`config.mk`:
```
export PLATFORM = sky130hd
export DESIGN_NAME = mux_stage_reg_flat
export DESIGN_NICKNAME = d
export VERILOG_FILES = /design/src/rtl/mux_stage_pkg.sv /design/src/rtl/mux_stage_reg_if.sv /design/src/rtl/mux_sel_comb.sv /design/src/rtl/mux_stage_reg.sv /design/src/flat_wrapper.sv
export SDC_FILE = /design/constraint.sdc
export NUM_CORES = 1
export LEC_CHECK = 0
export CAP_MARGIN = 20
export CORE_MARGIN = 4
export CORE_UTILIZATION = 46
export CTS_CLUSTER_DIAMETER = 100
export CTS_CLUSTER_SIZE = 25
export DETAILED_ROUTE_END_ITERATION = 8
export MAX_ROUTING_LAYER = met4
export PLACE_DENSITY = 0.87
export SYNTH_ARGS = -nofsm -noshare
export SYNTH_HDL_FRONTEND = slang
export SYNTH_SLANG_ARGS = --single-unit
```
`constraint.sdc`:
```
create_clock -name clk -period 4.41 [get_ports clk]
set_clock_uncertainty 0.1 [all_clocks]
set_input_delay 0.441 -clock clk [delete_from_list [all_inputs] [get_ports clk]]
set_output_delay 0.441 -clock clk [all_outputs]
set_load 0.01 [all_outputs]
```
`src/rtl/mux_stage_pkg.sv`:
```
// Shared definitions for the registered mux stage.
//   state_e    : skid-buffer occupancy (EMPTY / ONE / TWO)
//   ERRCNT_W   : width of the optional bad-select counter
//   ERRCNT_MAX : saturation value of that counter
package mux_stage_pkg;

  typedef enum logic [1:0] {
    EMPTY = 2'd0,
    ONE   = 2'd1,
    TWO   = 2'd2
  } state_e;

  localparam int                   ERRCNT_W   = 16;
  localparam logic [ERRCNT_W-1:0]  ERRCNT_MAX = {ERRCNT_W{1'b1}};

endpackage

```
`src/rtl/mux_stage_reg_if.sv`:
```
// Handshake bundle for mux_stage_reg.
//   in_valid/in_ready/sel/data_in   : producer side (source i at [i*WIDTH +: WIDTH])
//   out_valid/out_ready/data_out/sel_err : consumer side
// master : the environment (producer + consumer)
// slave  : the stage itself
interface mux_stage_reg_if #(
  parameter int WIDTH  = 32,
  parameter int NUM_IN = 4,
  parameter int SEL_W  = $clog2(NUM_IN)
);
  logic                    in_valid;
  logic                    in_ready;
  logic [SEL_W-1:0]        sel;
  logic [NUM_IN*WIDTH-1:0] data_in;
  logic                    out_valid;
  logic                    out_ready;
  logic [WIDTH-1:0]        data_out;
  logic                    sel_err;

  modport master (
    output in_valid, sel, data_in, out_ready,
    input  in_ready, out_valid, data_out, sel_err
  );

  modport slave (
    input  in_valid, sel, data_in, out_ready,
    output in_ready, out_valid, data_out, sel_err
  );
endinterface

```
`src/rtl/mux_sel_comb.sv`:
```
// Pure combinational NUM_IN:1 select.
//   sel      : source index
//   data_in  : packed sources, source i at [i*WIDTH +: WIDTH]
//   data_out : selected source, zero when sel >= NUM_IN
//   err      : sel >= NUM_IN
module mux_sel_comb #(
  parameter int WIDTH  = 32,
  parameter int NUM_IN = 4,
  parameter int SEL_W  = $clog2(NUM_IN)
) (
  input  logic [SEL_W-1:0]        sel,
  input  logic [NUM_IN*WIDTH-1:0] data_in,
  output logic [WIDTH-1:0]        data_out,
  output logic                    err
);

  logic [NUM_IN-1:0][WIDTH-1:0] src;
  logic [NUM_IN-1:0]            hit;

  assign src = data_in;

  // One-hot decode; an out-of-range sel hits nothing, which yields the zero
  // default from the AND-OR tree and flags the error for free.
  for (genvar i = 0; i < NUM_IN; i++) begin : g_hit
    assign hit[i] = (sel == SEL_W'(i));
  end

  always_comb begin
    data_out = '0;
    for (int i = 0; i < NUM_IN; i++)
      data_out = data_out | (src[i] & {WIDTH{hit[i]}});
  end

  assign err = ~|hit;

endmodule

```
`src/rtl/mux_stage_reg.sv`:
```
// N-way W-bit select with one registered stage and a 2-entry skid buffer.
//   clk, rst_n : clock, asynchronous active-low reset
//   bus        : mux_stage_reg_if.slave (in_valid/in_ready/sel/data_in,
//                out_valid/out_ready/data_out/sel_err)
//   err_count  : saturating count of accepted beats with sel >= NUM_IN,
//                present only when MUX_STAGE_ERRCNT_EN is defined
// in_ready depends only on registered state, so out_ready never reaches it
// combinationally.
module mux_stage_reg
  import mux_stage_pkg::*;
#(
  parameter int WIDTH  = 32,
  parameter int NUM_IN = 4
) (
  input  logic             clk,
  input  logic             rst_n,
  mux_stage_reg_if.slave   bus
`ifdef MUX_STAGE_ERRCNT_EN
  ,
  output logic [ERRCNT_W-1:0] err_count
`endif
);

  localparam int SEL_W = $clog2(NUM_IN);

  state_e           state_q, state_d;
  logic [WIDTH-1:0] main_data_q, skid_data_q, mux_data;
  logic             main_err_q, skid_err_q, mux_err;
  logic             skid_valid;
  logic             in_fire, out_fire;
  logic             load_main_in, load_main_skid, load_skid;

  mux_sel_comb #(
    .WIDTH  (WIDTH),
    .NUM_IN (NUM_IN),
    .SEL_W  (SEL_W)
  ) u_sel (
    .sel      (bus.sel),
    .data_in  (bus.data_in),
    .data_out (mux_data),
    .err      (mux_err)
  );

  assign skid_valid    = (state_q == TWO);
  assign bus.in_ready  = !skid_valid;
  assign bus.out_valid = (state_q != EMPTY);
  assign bus.data_out  = main_data_q;
  assign bus.sel_err   = main_err_q;

  assign in_fire  = bus.in_valid  & bus.in_ready;
  assign out_fire = bus.out_valid & bus.out_ready;

  always_ff @(posedge clk or negedge rst_n) begin
    if (!rst_n) state_q <= EMPTY;
    else        state_q <= state_d;
  end

  always_comb begin
    state_d        = state_q;
    load_main_in   = 1'b0;
    load_main_skid = 1'b0;
    load_skid      = 1'b0;
    case (state_q)
      EMPTY: begin
        if (in_fire) begin
          load_main_in = 1'b1;
          state_d      = ONE;
        end
      end
      ONE: begin
        if (in_fire && out_fire) begin
          load_main_in = 1'b1;
        end else if (out_fire) begin
          state_d = EMPTY;
        end else if (in_fire) begin
          load_skid = 1'b1;
          state_d   = TWO;
        end
      end
      TWO: begin
        // in_ready is low here, so only the output side can move.
        if (out_fire) begin
          load_main_skid = 1'b1;
          state_d        = ONE;
        end
      end
      default: state_d = EMPTY;
    endcase
  end

  always_ff @(posedge clk or negedge rst_n) begin
    if (!rst_n) begin
      main_data_q <= '0;
      main_err_q  <= 1'b0;
    end else if (load_main_in) begin
      main_data_q <= mux_data;
      main_err_q  <= mux_err;
    end else if (load_main_skid) begin
      main_data_q <= skid_data_q;
      main_err_q  <= skid_err_q;
    end
  end

  always_ff @(posedge clk or negedge rst_n) begin
    if (!rst_n) begin
      skid_data_q <= '0;
      skid_err_q  <= 1'b0;
    end else if (load_skid) begin
      skid_data_q <= mux_data;
      skid_err_q  <= mux_err;
    end
  end

`ifdef MUX_STAGE_ERRCNT_EN
  logic [ERRCNT_W-1:0] err_cnt_q;

  always_ff @(posedge clk or negedge rst_n) begin
    if (!rst_n)
      err_cnt_q <= '0;
    else if (in_fire && mux_err && (err_cnt_q != ERRCNT_MAX))
      err_cnt_q <= err_cnt_q + 1'b1;
  end

  assign err_count = err_cnt_q;
`endif

endmodule

```
`src/flat_wrapper.sv`:
```
// flat-port wrapper written by rule: the top's interface ports become plain ports
module mux_stage_reg_flat import mux_stage_pkg::*;
#(
  parameter int WIDTH  = 32,
  parameter int NUM_IN = 4
)
  (clk, rst_n, bus_in_valid, bus_sel, bus_data_in, bus_out_ready, bus_in_ready, bus_out_valid, bus_data_out, bus_sel_err);
  mux_stage_reg_if #(.WIDTH(WIDTH), .NUM_IN(NUM_IN)) bus_i ();
  input  logic clk;
  input  logic rst_n;
  input wire logic [$bits(bus_i.in_valid)-1:0] bus_in_valid;
  input wire logic [$bits(bus_i.sel)-1:0] bus_sel;
  input wire logic [$bits(bus_i.data_in)-1:0] bus_data_in;
  input wire logic [$bits(bus_i.out_ready)-1:0] bus_out_ready;
  output wire logic [$bits(bus_i.in_ready)-1:0] bus_in_ready;
  output wire logic [$bits(bus_i.out_valid)-1:0] bus_out_valid;
  output wire logic [$bits(bus_i.data_out)-1:0] bus_data_out;
  output wire logic [$bits(bus_i.sel_err)-1:0] bus_sel_err;
  assign bus_i.in_valid = bus_in_valid;
  assign bus_i.sel = bus_sel;
  assign bus_i.data_in = bus_data_in;
  assign bus_i.out_ready = bus_out_ready;
  assign bus_in_ready = bus_i.in_ready;
  assign bus_out_valid = bus_i.out_valid;
  assign bus_data_out = bus_i.data_out;
  assign bus_sel_err = bus_i.sel_err;
  mux_stage_reg #(.WIDTH(WIDTH), .NUM_IN(NUM_IN)) u_core (.clk(clk), .rst_n(rst_n), .bus(bus_i));
endmodule
```
## Word level (Yosys, flattened, before mapping)

Cells that the tools add are included.

- Add/sub/neg operators: 0
- Multipliers: 0
- Div/mod/pow operators: 0
- Order comparisons: 0
- Equality and inequality tests: 9
- Shift operators: 0
- Multiplexer cells: 18
- Bitwise logic cells: 9
- Reductions and logical operators: 9

Operators by type and width:

| operator | count |
|---|---|
| 32-bit AND | 4 |
| 32-bit OR | 3 |
| 32-bit two-way mux | 2 |
| 2-bit two-way mux | 5 |
| 1-bit two-way mux | 9 |
| 2-bit equality test (second input constant) | 3 |
| 2-bit case mux with 3 select lines | 1 |
| 2-bit by 1-bit equality test with 1-bit output (second input constant) | 2 |
| 2-bit logical NOT | 2 |
| 2-bit != test (second input constant) | 2 |
| 4-bit AND reduction | 1 |
| 2-bit nonzero test | 2 |
| 4-bit OR reduction | 1 |
| 3-bit by 1-bit != test with 1-bit output (second input constant) | 1 |
| 1-bit AND | 2 |
| 1-bit logical NOT | 2 |
| 2-bit by 1-bit != test with 1-bit output (second input constant) | 1 |
| 1-bit case mux with 2 select lines | 1 |
| 1-bit logical AND | 1 |

- Register bits after elaboration: 68
- Latch bits: 0
- Memory bits (writable): 0
- Bits in read-only memories: 0
- Input bits: 134
- Output and inout bits: 35
- Logic and storage cells: 50
- Memories: 0

## Depth between registers and ports, before layout

- Word-level depth: 7
- Mapped depth: 5
- Mapped depth without buffers: 3

## By module

From an unflattened synthesis, not the netlist that was laid out.

- Cells, all modules: 236
- Area, all modules: 3,821.2 µm²

Modules (own cells, without submodules):

| module | instances | cells each | area an instance (µm²) | sequential area each (µm²) |
|---|---|---|---|---|
| mux_stage_reg | 1 | 194 | 2,991.6 | 1,701.6 |
| mux_sel_comb | 1 | 42 | 829.5 | 0.0 |

## Least setup slack after synthesis

Ideal clock, no wire load.

- Path kind: input to register
- Start: input bus_sel[0]
- End: register u_core.skid_data_q[27]
- Library setup time: 0.125 ns
- Data arrival time: 1.460 ns
- Required time: 4.185 ns
- Path slack: 2.725 ns
- Stages: 4
- Buffers on the path: 2
- Path through: buf_6 buf_12 mux4_2 mux2_4

- Cells in the longest elaborated chain, start to end: 5

Ends and longest elaborated chain:

| what | line | source |
|---|---|---|
| start, declared | flat_wrapper.sv:12 | `input wire logic [$bits(bus_i.sel)-1:0] bus_sel;` |
| 2-bit by 1-bit equality test with 1-bit output or 2-bit logical NOT (tied branches) | mux_sel_comb.sv:25 | `assign hit[i] = (sel == SEL_W'(i));` |
| 32-bit AND | mux_sel_comb.sv:31 | `data_out = data_out \| (src[i] & {WIDTH{hit[i]}});` |
| 32-bit OR (2 in a row) | mux_sel_comb.sv:31 |  |
| 32-bit OR (*) | mux_sel_comb.sv:31 |  |
| end signal, assigned | mux_stage_reg.sv:109 | `skid_data_q <= mux_data;` |
| end, declared | mux_stage_reg.sv:27 | `logic [WIDTH-1:0] main_data_q, skid_data_q, mux_data;` |

Every way passes the cells marked *; elsewhere a longest branch is shown, timed or not.
A chain may end at the register's enable or synchronous reset.

## Final worst setup path

- Start: input bus_in_valid
- End: register u_core.skid_data_q[24]

- Cells in the longest elaborated chain, start to end: 5

Ends and longest elaborated chain:

| what | line | source |
|---|---|---|
| start, declared | flat_wrapper.sv:11 | `input wire logic [$bits(bus_i.in_valid)-1:0] bus_in_valid;` |
| 1-bit AND (*) | mux_stage_reg.sv:50 | `assign in_fire = bus.in_valid & bus.in_ready;` |
| 1-bit two-way mux | mux_stage_reg.sv:75 | `end else if (in_fire) begin` |
| 1-bit two-way mux | mux_stage_reg.sv:73 | `end else if (out_fire) begin` |
| 1-bit two-way mux (*) | mux_stage_reg.sv:71 | `if (in_fire && out_fire) begin` |
| 1-bit two-way mux (*) | mux_stage_reg.sv:63 | `case (state_q)` |

Marked as above.

==> reports/metrics.csv <==
stage,metric,value,unit
placement,portBuffers,168,
synthesis,synthesis.nets,404,
layout,utilization,70.3,%
layout,antennaDiodeCount,0,
routing,drt_wl_total,10200,um
routing,via_per_inst,5.50,
synthesis,ys_seq_area_share,44.3,%
critical_path,timing.rr.end,u_core.skid_data_q[24],
placement,routabilityCongestion,0.716,
floorplan,die_area,0.00987,sq mm
grt,antenna_found_initial,0,
sta,hold_viol_final,0,
clock_network,cts_resized,0,
clock_network,cts_buffers,9,
synthesis,synth.avg_cell_area,14.2,sq um
clock_network,clk_pin_slew,0.07,ns
synthesis,synth_cell_types,20,
critical_path,r2r_start,u_core.state_q[1],
floorplan,rows,33,
clock_network,clk_latency,0.33,ns
hold_path,hold_class,input pin to asynchronous set/reset pin,
power,finalPower,2.50,mW
routing,first_pass_iters,4,
placement,dp_hpwl,7630,um
sta,rsz0062_at_grt,no,
sta,final_max_slew_viol_count,0,
layout,area_growth,49.8,%
sta,fin_crit_sh,58.6,%
routing,avgRoutedWirePerCell,19.0,um
synthesis,synthCells,270,
layout,drive_above_1_share,20.6,%
sta,worst_pin_slew,1.01,ns
grt,overflow,0,
synthesis,yosysWarnings,0,
grt,grt_max_degree,38,
routing,initialDrtViolationCount,87,
critical_path,critPathArrivalTime,2.69,ns
floorplan,die_y,99.3,um
critical_path,worstSetupStartpointType,input pin,
grt,grt_pass1_wl,16500,um
grt,grt_pass1_vias,3295,
clock_network,hold_buffers,0,
sta,finalWorstPathRequiredPeriod,2.58,ns
layout,seq_area,0.00170,sq mm
sta,slew_headroom,32.1,%
routing,ant_nets,0,
clock_network,clock_path_buffers,2,
grt,grt.total_usage,22.0,%
clock_network,cts_tree,yes,
clock_network,h-tree-depth,3,
critical_path,cpPeakStageDelay,0.81,ns
layout,fillers,598,
clock_network,cts-root-buf,clkbuf_8,
critical_path,cp_num_buf_inv,1,
power,power.leakage,2.48,nW
floorplan,io_pins,169,
critical_path,reg2reg_slack,1.91,ns
run,maxCapViolCount,0,
clock_network,cts_sinks,68,
layout,multi_input_area,0.00196,sq mm
sta,finalSetupViolations,0,
critical_path,crit_required,4.52,ns
critical_path,cp_top_family,simple AND/OR/NAND/NOR gates,
critical_path,worstSetupPathType,input pin to flop,
critical_path,crit_path_end_kind,flop,
synthesis,yosys_register_bits,68,
critical_path,crit_fanout,34,
routing,drc,0,
critical_path,slowest_stage,nor2_8,
layout,layout.nets,562,
sta,fmax,0.387,GHz
power,peakVddDrop,0.000190,V
critical_path,ff2ff_path_depth,3,
sta,fin_setup_tns,0,ns
floorplan,core_area,0.00818,sq mm
critical_path,crit_start,bus_in_valid,
clock_network,cts_setup_buffers,0,
routing,via_count,2957,
floorplan,die_w,99.3,um
floorplan,start_util,46.9,%
sta,hold_ws,0.0466,ns
synthesis,synth_area,0.00384,sq mm
power,powerDensity,436,mW/mm^2
critical_path,cp_cell_sequence,"clkdlybuf4s50_1, nand2b_2, nor2_8, mux2_2",
run_status,status,"complete, no violations",
through the flow:
stage | cells | cell area, sq um | worst slack, ns
2_1_floorplan | 270 | 3840 | 2.73
3_3_place_gp | 520 | 5500 | 1.52
3_5_place_dp | 521 | 5510 | 1.46
4_1_cts | 537 | 5730 | 1.81
5_1_grt | 538 | 5750 | 1.70
6_report | 538 | 5750 | 1.83
per-layer routing:
metal	track usage, %	part of all wire [%]	vias up
li1	-	-	1351
met2	39.5	55	124
met4	5.46	1.2	0
met1	25.2	37	1471
met3	4.42	7.2	11
met5	-	0	-
kinds of logic (layout without fill, tap and decap cells):
logic type / after synthesis / after routing / share of synthesized area (%)
and+or+nand+nor: 42 / 42 / 6.13
muxes: 98 / 98 / 40.1
DFF: 68 / 68 / 44.3
AOI/OAI and AO/OA: 36 / 36 / 4.76
buffers and inverters: 26 / 189 / 4.70
synth_stat cells:
master,number,area [sq um]
nand2_1,1,3.75
buf_4,5,37.5
buf_12,3,60.1
nor2_8,1,20.0
o22ai_1,2,12.5
nand3b_1,1,7.51
buf_2,6,30.0
mux2i_1,34,340
nor2b_1,3,18.8
mux4_2,30,676
mux2_4,29,435
or2_2,1,6.26
mux4_1,2,52.6
buf_6,1,11.3
dfrtp_1,68,1700
a21oi_1,34,170
nand2b_1,3,18.8
mux2_2,3,33.8
clkbuf_1,11,41.3
nor3_1,32,160
state kept, by name (all words and copies together) (netlist names):
| register | cells |
|---|---|
| u_core.bus.data_out | 32 |
| u_core.skid_data_q | 32 |
| u_core.state_q | 2 |
| u_core.bus.sel_err | 1 |
| u_core.skid_err_q | 1 |
power breakdown:
part | switching [mW] | total (mW) | internal (mW)
sequential | 0.144 | 1.01 | 0.867
combinational | 0.333 | 0.935 | 0.602
clock | 0.227 | 0.558 | 0.331
total | 0.704 | 2.50 | 1.80
area by class of cell:
type | count | share of cell area (%)
Multi-Input combinational cell | 176 | 34.1
Timing Repair Buffer | 173 | 30.2
Tap cell | 105 | 2.29
Clock buffer | 11 | 2.46
Sequential cell | 68 | 29.6
Clock inverter | 5 | 1.31
cell usage in the layout (no fill, tap or decap), drive strengths merged:
cell,Yosys,layout
nand3b,1,1
o22ai,2,2
clkdlybuf4s50,0,165
clkinv,0,3
a21oi,34,34
nor2,1,1
nand2,1,1
nor3,32,32
dfrtp,68,68
mux2,32,32
buf,15,8
or2,1,1
nand2b,3,3
clkbuf,11,11
mux4,32,32
bufinv,0,2
nor2b,3,3
mux2i,34,34
worst max path at each step:
stage / endpoint / cells after the start
after global placement: u_core.skid_data_q[24] / 4
after CTS: u_core.skid_data_q[24] / 4
after detailed placement: u_core.skid_data_q[26] / 4
after global routing: u_core.skid_data_q[24] / 4
after floorplan: u_core.skid_data_q[27] / 4
final: u_core.skid_data_q[24] / 4
Note: power is estimated with default switching activity, not from simulation.
